File: config.mk
export PLATFORM = sky130hd
export DESIGN_NAME = seg7_score_ctrl
export DESIGN_NICKNAME = d
export VERILOG_FILES = /design/src/rtl/seg7_score_ctrl.sv
export SDC_FILE = /design/constraint.sdc
export NUM_CORES = 1
export LEC_CHECK = 0
export CAP_MARGIN = 20
export CORE_MARGIN = 5
export CORE_UTILIZATION = 50
export CTS_CLUSTER_DIAMETER = 30
export DETAILED_ROUTE_END_ITERATION = 6
export DONT_BUFFER_PORTS = 1
export PLACE_DENSITY = 0.74
export RECOVER_POWER = 25
export SETUP_SLACK_MARGIN = 0.5
export SLEW_MARGIN = 10
export SYNTH_ARGS = -nofsm -noshare
export SYNTH_HDL_FRONTEND = slang
export SYNTH_SLANG_ARGS = --single-unit
export TNS_END_PERCENT = 20
File: constraint.sdc
create_clock -name clk -period 1.7 [get_ports clk]
set_input_delay 0.17 -clock clk [delete_from_list [all_inputs] [get_ports clk]]
set_output_delay 0.17 -clock clk [all_outputs]
set_load 0.005 [all_outputs]
File: src/rtl/seg7_score_ctrl.sv
// rtl/seg7_score_ctrl.sv - score to 4-digit multiplexed 7-segment display controller
//
// Purpose: accepts a 14-bit binary score (saturated to 9999), converts it to
// BCD with a serial double-dabble engine, and scans the four digits onto a
// common-anode 7-segment display.
//
// Parameters:
//   REFRESH_DIV   clock cycles each digit is driven (minimum 2)
//
// Ports:
//   clk           sole clock, rising edge
//   reset         synchronous, active-high reset
//   value         binary score to display
//   value_valid   value offered this cycle
//   value_ready   block can accept a value this cycle (IDLE or reset)
//   disp_en       0 forces all anodes off
//   done          one-cycle pulse while new digits are being committed
//   an            active-low anodes, an[0] = ones, an[3] = thousands
//   seg           active-low segments gfedcba
//
// Build option:
//   SEG7_LEADING_ZERO_BLANK_EN  blanks digits above the most significant
//                               nonzero digit (ones digit always shown)

module seg7_score_ctrl #(
    parameter int REFRESH_DIV = 50000
) (
    input  logic        clk,
    input  logic        reset,
    input  logic [13:0] value,
    input  logic        value_valid,
    output logic        value_ready,
    input  logic        disp_en,
    output logic        done,
    output logic [3:0]  an,
    output logic [6:0]  seg
);

    localparam int DW = (REFRESH_DIV > 2) ? $clog2(REFRESH_DIV) : 1;
    localparam logic [DW-1:0] DIV_LAST = DW'(REFRESH_DIV - 1);

    typedef enum logic [1:0] {
        IDLE   = 2'd0,
        SHIFT  = 2'd1,
        COMMIT = 2'd2
    } state_t;

    state_t      state;
    state_t      state_nx;

    logic [13:0] bin;
    logic [15:0] bcd;
    logic [15:0] bcd_adj;
    logic [3:0]  bitcnt;
    logic [15:0] digits;
    logic [13:0] value_sat;

    logic [DW-1:0] div;
    logic [1:0]    idx;
    logic [3:0]    cur_digit;
    logic          lz_blank;

    function automatic logic [6:0] dec7(input logic [3:0] d);
        case (d)
            4'd0:    dec7 = 7'b1000000;
            4'd1:    dec7 = 7'b1111001;
            4'd2:    dec7 = 7'b0100100;
            4'd3:    dec7 = 7'b0110000;
            4'd4:    dec7 = 7'b0011001;
            4'd5:    dec7 = 7'b0010010;
            4'd6:    dec7 = 7'b0000010;
            4'd7:    dec7 = 7'b1111000;
            4'd8:    dec7 = 7'b0000000;
            4'd9:    dec7 = 7'b0010000;
            default: dec7 = 7'b1111111;
        endcase
    endfunction

    // ---------------------------------------------------------------
    // Conversion FSM
    // ---------------------------------------------------------------
    assign value_sat   = (value > 14'd9999) ? 14'd9999 : value;
    // reset is ORed in so the upstream sees ready even while the FSM is
    // being forced back to IDLE; the state register blocks the transfer.
    assign value_ready = (state == IDLE) | reset;
    assign done        = (state == COMMIT) & ~reset;

    always_ff @(posedge clk) begin
        if (reset) begin
            state <= IDLE;
        end else begin
            state <= state_nx;
        end
    end

    always_comb begin
        state_nx = state;
        case (state)
            IDLE:    if (value_valid) state_nx = SHIFT;
            SHIFT:   if (bitcnt == 4'd13) state_nx = COMMIT;
            COMMIT:  state_nx = IDLE;
            default: state_nx = IDLE;
        endcase
    end

    // add-3 correction applied to every nibble before the shift
    always_comb begin
        bcd_adj = bcd;
        for (int i = 0; i < 4; i++) begin
            if (bcd[4*i +: 4] >= 4'd5) begin
                bcd_adj[4*i +: 4] = bcd[4*i +: 4] + 4'd3;
            end
        end
    end

    always_ff @(posedge clk) begin
        if (reset) begin
            bin    <= '0;
            bcd    <= '0;
            bitcnt <= '0;
            digits <= '0;
        end else begin
            case (state)
                IDLE: begin
                    if (value_valid) begin
                        bin    <= value_sat;
                        bcd    <= '0;
                        bitcnt <= '0;
                    end
                end
                SHIFT: begin
                    bcd    <= {bcd_adj[14:0], bin[13]};
                    bin    <= {bin[12:0], 1'b0};
                    bitcnt <= bitcnt + 4'd1;
                end
                COMMIT: begin
                    digits <= bcd;
                end
                default: ;
            endcase
        end
    end

    // ---------------------------------------------------------------
    // Display scan
    // ---------------------------------------------------------------
    always_ff @(posedge clk) begin
        if (reset) begin
            div <= '0;
            idx <= '0;
        end else if (div == DIV_LAST) begin
            div <= '0;
            idx <= idx + 2'd1;
        end else begin
            div <= div + DW'(1);
        end
    end

    assign cur_digit = digits[{idx, 2'b00} +: 4];

`ifdef SEG7_LEADING_ZERO_BLANK_EN
    // a digit is blank when it and every more significant digit are zero
    always_comb begin
        lz_blank = 1'b0;
        case (idx)
            2'd1:    lz_blank = (digits[15:4]  == 12'd0);
            2'd2:    lz_blank = (digits[15:8]  == 8'd0);
            2'd3:    lz_blank = (digits[15:12] == 4'd0);
            default: lz_blank = 1'b0;
        endcase
    end
`else
    assign lz_blank = 1'b0;
`endif

    // an and seg come from the same idx in the same register stage so they
    // can never disagree about which digit is lit
    always_ff @(posedge clk) begin
        if (reset) begin
            an  <= 4'b1111;
            seg <= 7'b1111111;
        end else if (!disp_en || lz_blank) begin
            an  <= 4'b1111;
            seg <= 7'b1111111;
        end else begin
            an  <= ~(4'b0001 << idx);
            seg <= dec7(cur_digit);
        end
    end

endmodule

==> results.py <==
metrics = {
    "outcome": {
        "run_status": "complete, but fails checks",
        "violations": "hold timing",
    },
    "logic_synthesis": {
        "yosys_warnings": 0,
        "synthesis.instances": 423,
        "synth_cell_type_count": 48,
        "ys.flop_type": "dfxtp_1",
        "async_flop_share": 0,
        "syn-num-nets": 461,
        "syn_area_um2": 3660,
        "synth_edf_count": 0,
        "ys_seq_area_frac": 0.443,
        "avgSynthCellArea_um2": 8.66,
        "ys_seq_elements": 81,
    },
    "global_routing": {
        "gr-total-overflow": 0,
        "grt_pass1_vias": 2806,
        "grt_usage": 0.169,
        "grt_max_degree": 60,
        "grt_pass1_wl_um": 12300,
        "antenna_found_initial": 0,
    },
    "job": {
        "cap_violations": 0,
    },
    "min_path": {
        "min_from": "reset",
        "holdCritPathClass": "input pin to flop",
    },
    "timing": {
        "finalMaxSlewViolations": 0,
        "rsz0062_at_grt": "yes",
        "tns_ns": 0,
        "hold_viol_final": 54,
        "finalCriticalPeriod_ns": 1.62,
        "worst_hold_slack_ns": -0.115,
        "skew_ns": 0.0111,
        "fmax_mhz": 616,
        "period_share": 0.954,
        "relSlewSlack": 0.733,
        "tightest_slew_ns": 0.397,
        "setup_viol": 0,
    },
    "critical_path": {
        "crit_chain": "mux4_2, inv_2, ha_1, nor2_1, a211oi_2, o21ai_1",
        "crit_slowest_cell": "mux4_2",
        "arrival_ns": 1.88,
        "critPathKind": "flop to flop",
        "worstReg2RegStart": "idx[0]",
        "r2r_slack_ns": 0.08,
        "startpoint": "idx[0]",
        "cp.required_ns": 1.95,
        "end_kind": "flop",
        "slowest_delay_ns": 0.56,
        "startpoint_type": "flop",
        "crit_fanout": 4,
    },
    "place": {
        "place_congestion": 0.771,
        "dp_hpwl_um": 4840,
        "numPortBuffers": 0,
    },
    "pwr": {
        "switching_share": 0.231,
        "intPower_mw": 2.76,
        "combPwrFrac": 0.061,
        "ir_worst_vdd_mv": 0.452,
        "p_seq_frac": 0.550,
        "pwr-share-clk": 0.389,
        "power_density_nw_per_um2": 808,
        "p_switching_mw": 0.827,
        "leakagePower_nw": 1.58,
    },
    "clock_tree": {
        "cts_tree": "built",
        "clock_path_buffers": 2,
        "htree_levels": 3,
        "cts_root_buffer": "clkbuf_8",
        "clk_pin_slew_worst_paths_ns": 0.08,
        "insertion_delay_ns": 0.35,
        "cts_buffers": 9,
        "cts_sinks": 81,
    },
    "routing": {
        "drt_first_pass_iters": 4,
        "post_drt_wl_per_cell_um": 13.9,
        "drt-initial-drc-count": 143,
        "vias": 2984,
        "remaining_drc_errors": 0,
        "antenna_left": 0,
        "avgViaCountPerCell": 5.39,
        "wl_um": 7720,
    },
    "cells_and_area": {
        "multi_input_area_um2": 2100,
        "antennaDiodeCount": 0,
        "finish.utilization": 0.619,
        "drive_above_1_share": 0.233,
        "nNetsFinal": 488,
        "fill_cells": 579,
        "area_delta_synth_final_pct": 21.3,
        "final-seq-area_um2": 1660,
    },
    "die": {
        "io_pins": 31,
        "core_um2": 7180,
        "die_y_um": 95.6,
        "rows": 31,
        "die_w_um": 95.6,
        "die-area_um2": 9140,
        "start_util": 0.510,
    },
}
[cells by family after synthesis]
logic type,Yosys count,share of synthesized area
buffers and inverters,39,0.0448
and+or+nand+nor,160,0.197
muxes,9,0.0352
AOI/OAI and AO/OA,91,0.157
adders and majority gates,20,0.0683
xor gates and xnor gates,23,0.0550
DFF,81,0.443
[stage by stage]
stage                     instance area [um^2]  instances  setup slack, ns  total power [mW]  hold WS [ns]
after CTS                                 4190        544            0.104              3.60        -0.142
after floorplan                           3700        423            0.157              2.17         0.287
after detailed placement                  3810        513           0.0623              2.20         0.247
after global placement                    3810        513            0.102              2.19         0.246
final                                     4440        554           0.0774              3.59        -0.115
after global routing                      4440        554          0.00541              3.74        -0.147
[final timing paths]
kind / endpoint / depth (start not counted)
max: seg[4] / 6
min reg2reg: div[0] / 1
max reg2reg: seg[4] / 6
min: bcd[0] / 1
[flip-flops by register name, summed over array words and instances, names as in the netlist]
signal / count
idx: 2
bcd: 16
bitcnt: 4
digits: 16
an: 4
bin: 14
seg: 7
div: 16
state: 2
[power by group through the flow]
stage               Sequential [mW]  Clock [mW]  Combinational, mW
detailed placement             2.02           0              0.176
finish                         1.97        1.40              0.218
global route                   1.98        1.52              0.243
floorplan                      2.01           0              0.156
global placement               2.02           0              0.170
CTS                            1.98        1.44              0.186
[metal layers]
metal  share of wire  global-route usage  routed length (um)  vias up
met2            0.51               0.297                3970       78
met4           0.016              0.0592                 123        0
met1            0.42               0.193                3230     1387
li1                -                   -                   -     1508
met5               0                   0                   0        -
met3           0.052              0.0537                 404       11
[layout by cell type, fill, tap and decap left out, drive strengths merged, types with 4 or more instances in the layout]
cell / Yosys / final
a21oi: 36 / 36
a22oi: 10 / 10
buf: 10 / 33
clkbuf: 10 / 15
dfxtp: 81 / 81
ha: 20 / 20
inv: 19 / 19
mux2i: 5 / 5
nand2: 56 / 56
nand2b: 6 / 6
nand3: 12 / 12
nand4: 6 / 6
nor2: 52 / 52
nor3: 10 / 10
nor3b: 5 / 5
o21ai: 15 / 15
o22ai: 5 / 5
o2bb2ai: 4 / 4
or2: 4 / 4
xnor2: 15 / 15
xor2: 8 / 8
[layout make-up]
class | instances | share of cell area
sequential | 81 | 0.373
inverter | 19 | 0.0194
clock buffer | 12 | 0.0327
tap | 99 | 0.0279
timing repair buffer | 36 | 0.0623
multi-input combinational | 303 | 0.473
clock inverter | 4 | 0.0118
[synth_stat cells (5+ instances only)]
cell / n / share of area
nor3_1: 9 / 0.012
nand3_1: 12 / 0.016
xor2_1: 8 / 0.019
inv_1: 17 / 0.017
o21ai_1: 7 / 0.0096
a22oi_1: 10 / 0.020
mux2i_1: 5 / 0.014
xnor2_1: 15 / 0.036
o22ai_1: 5 / 0.0085
o21ai_0: 8 / 0.011
a21oi_1: 36 / 0.049
nor2_1: 51 / 0.052
nor3b_1: 5 / 0.010
clkbuf_1: 10 / 0.010
nand4_1: 6 / 0.010
dfxtp_1: 81 / 0.44
nand2_1: 56 / 0.057
buf_2: 8 / 0.011
ha_1: 20 / 0.068
nand2b_1: 6 / 0.010
[critical path, delay by kind of cell (launching register included)]
kind            cells  cell delay (ns)
compound gates      2             0.22
fa+ha+maj           1             0.17
buf+inv             1             0.11
flops               1             0.38
mux                 1             0.56
simple gates        1             0.06
[repair_timing]
item | 4_1_cts | 5_1_grt
gates resized for setup | 22 | 57
pin swaps | 9 | 19
setup buffers | 14 | 10
endpoints found under the hold margin | 54 | 54
cloned | 1 | 0
setup endpoints to repair | 60 | 76
(Power assumes the default switching activity.)
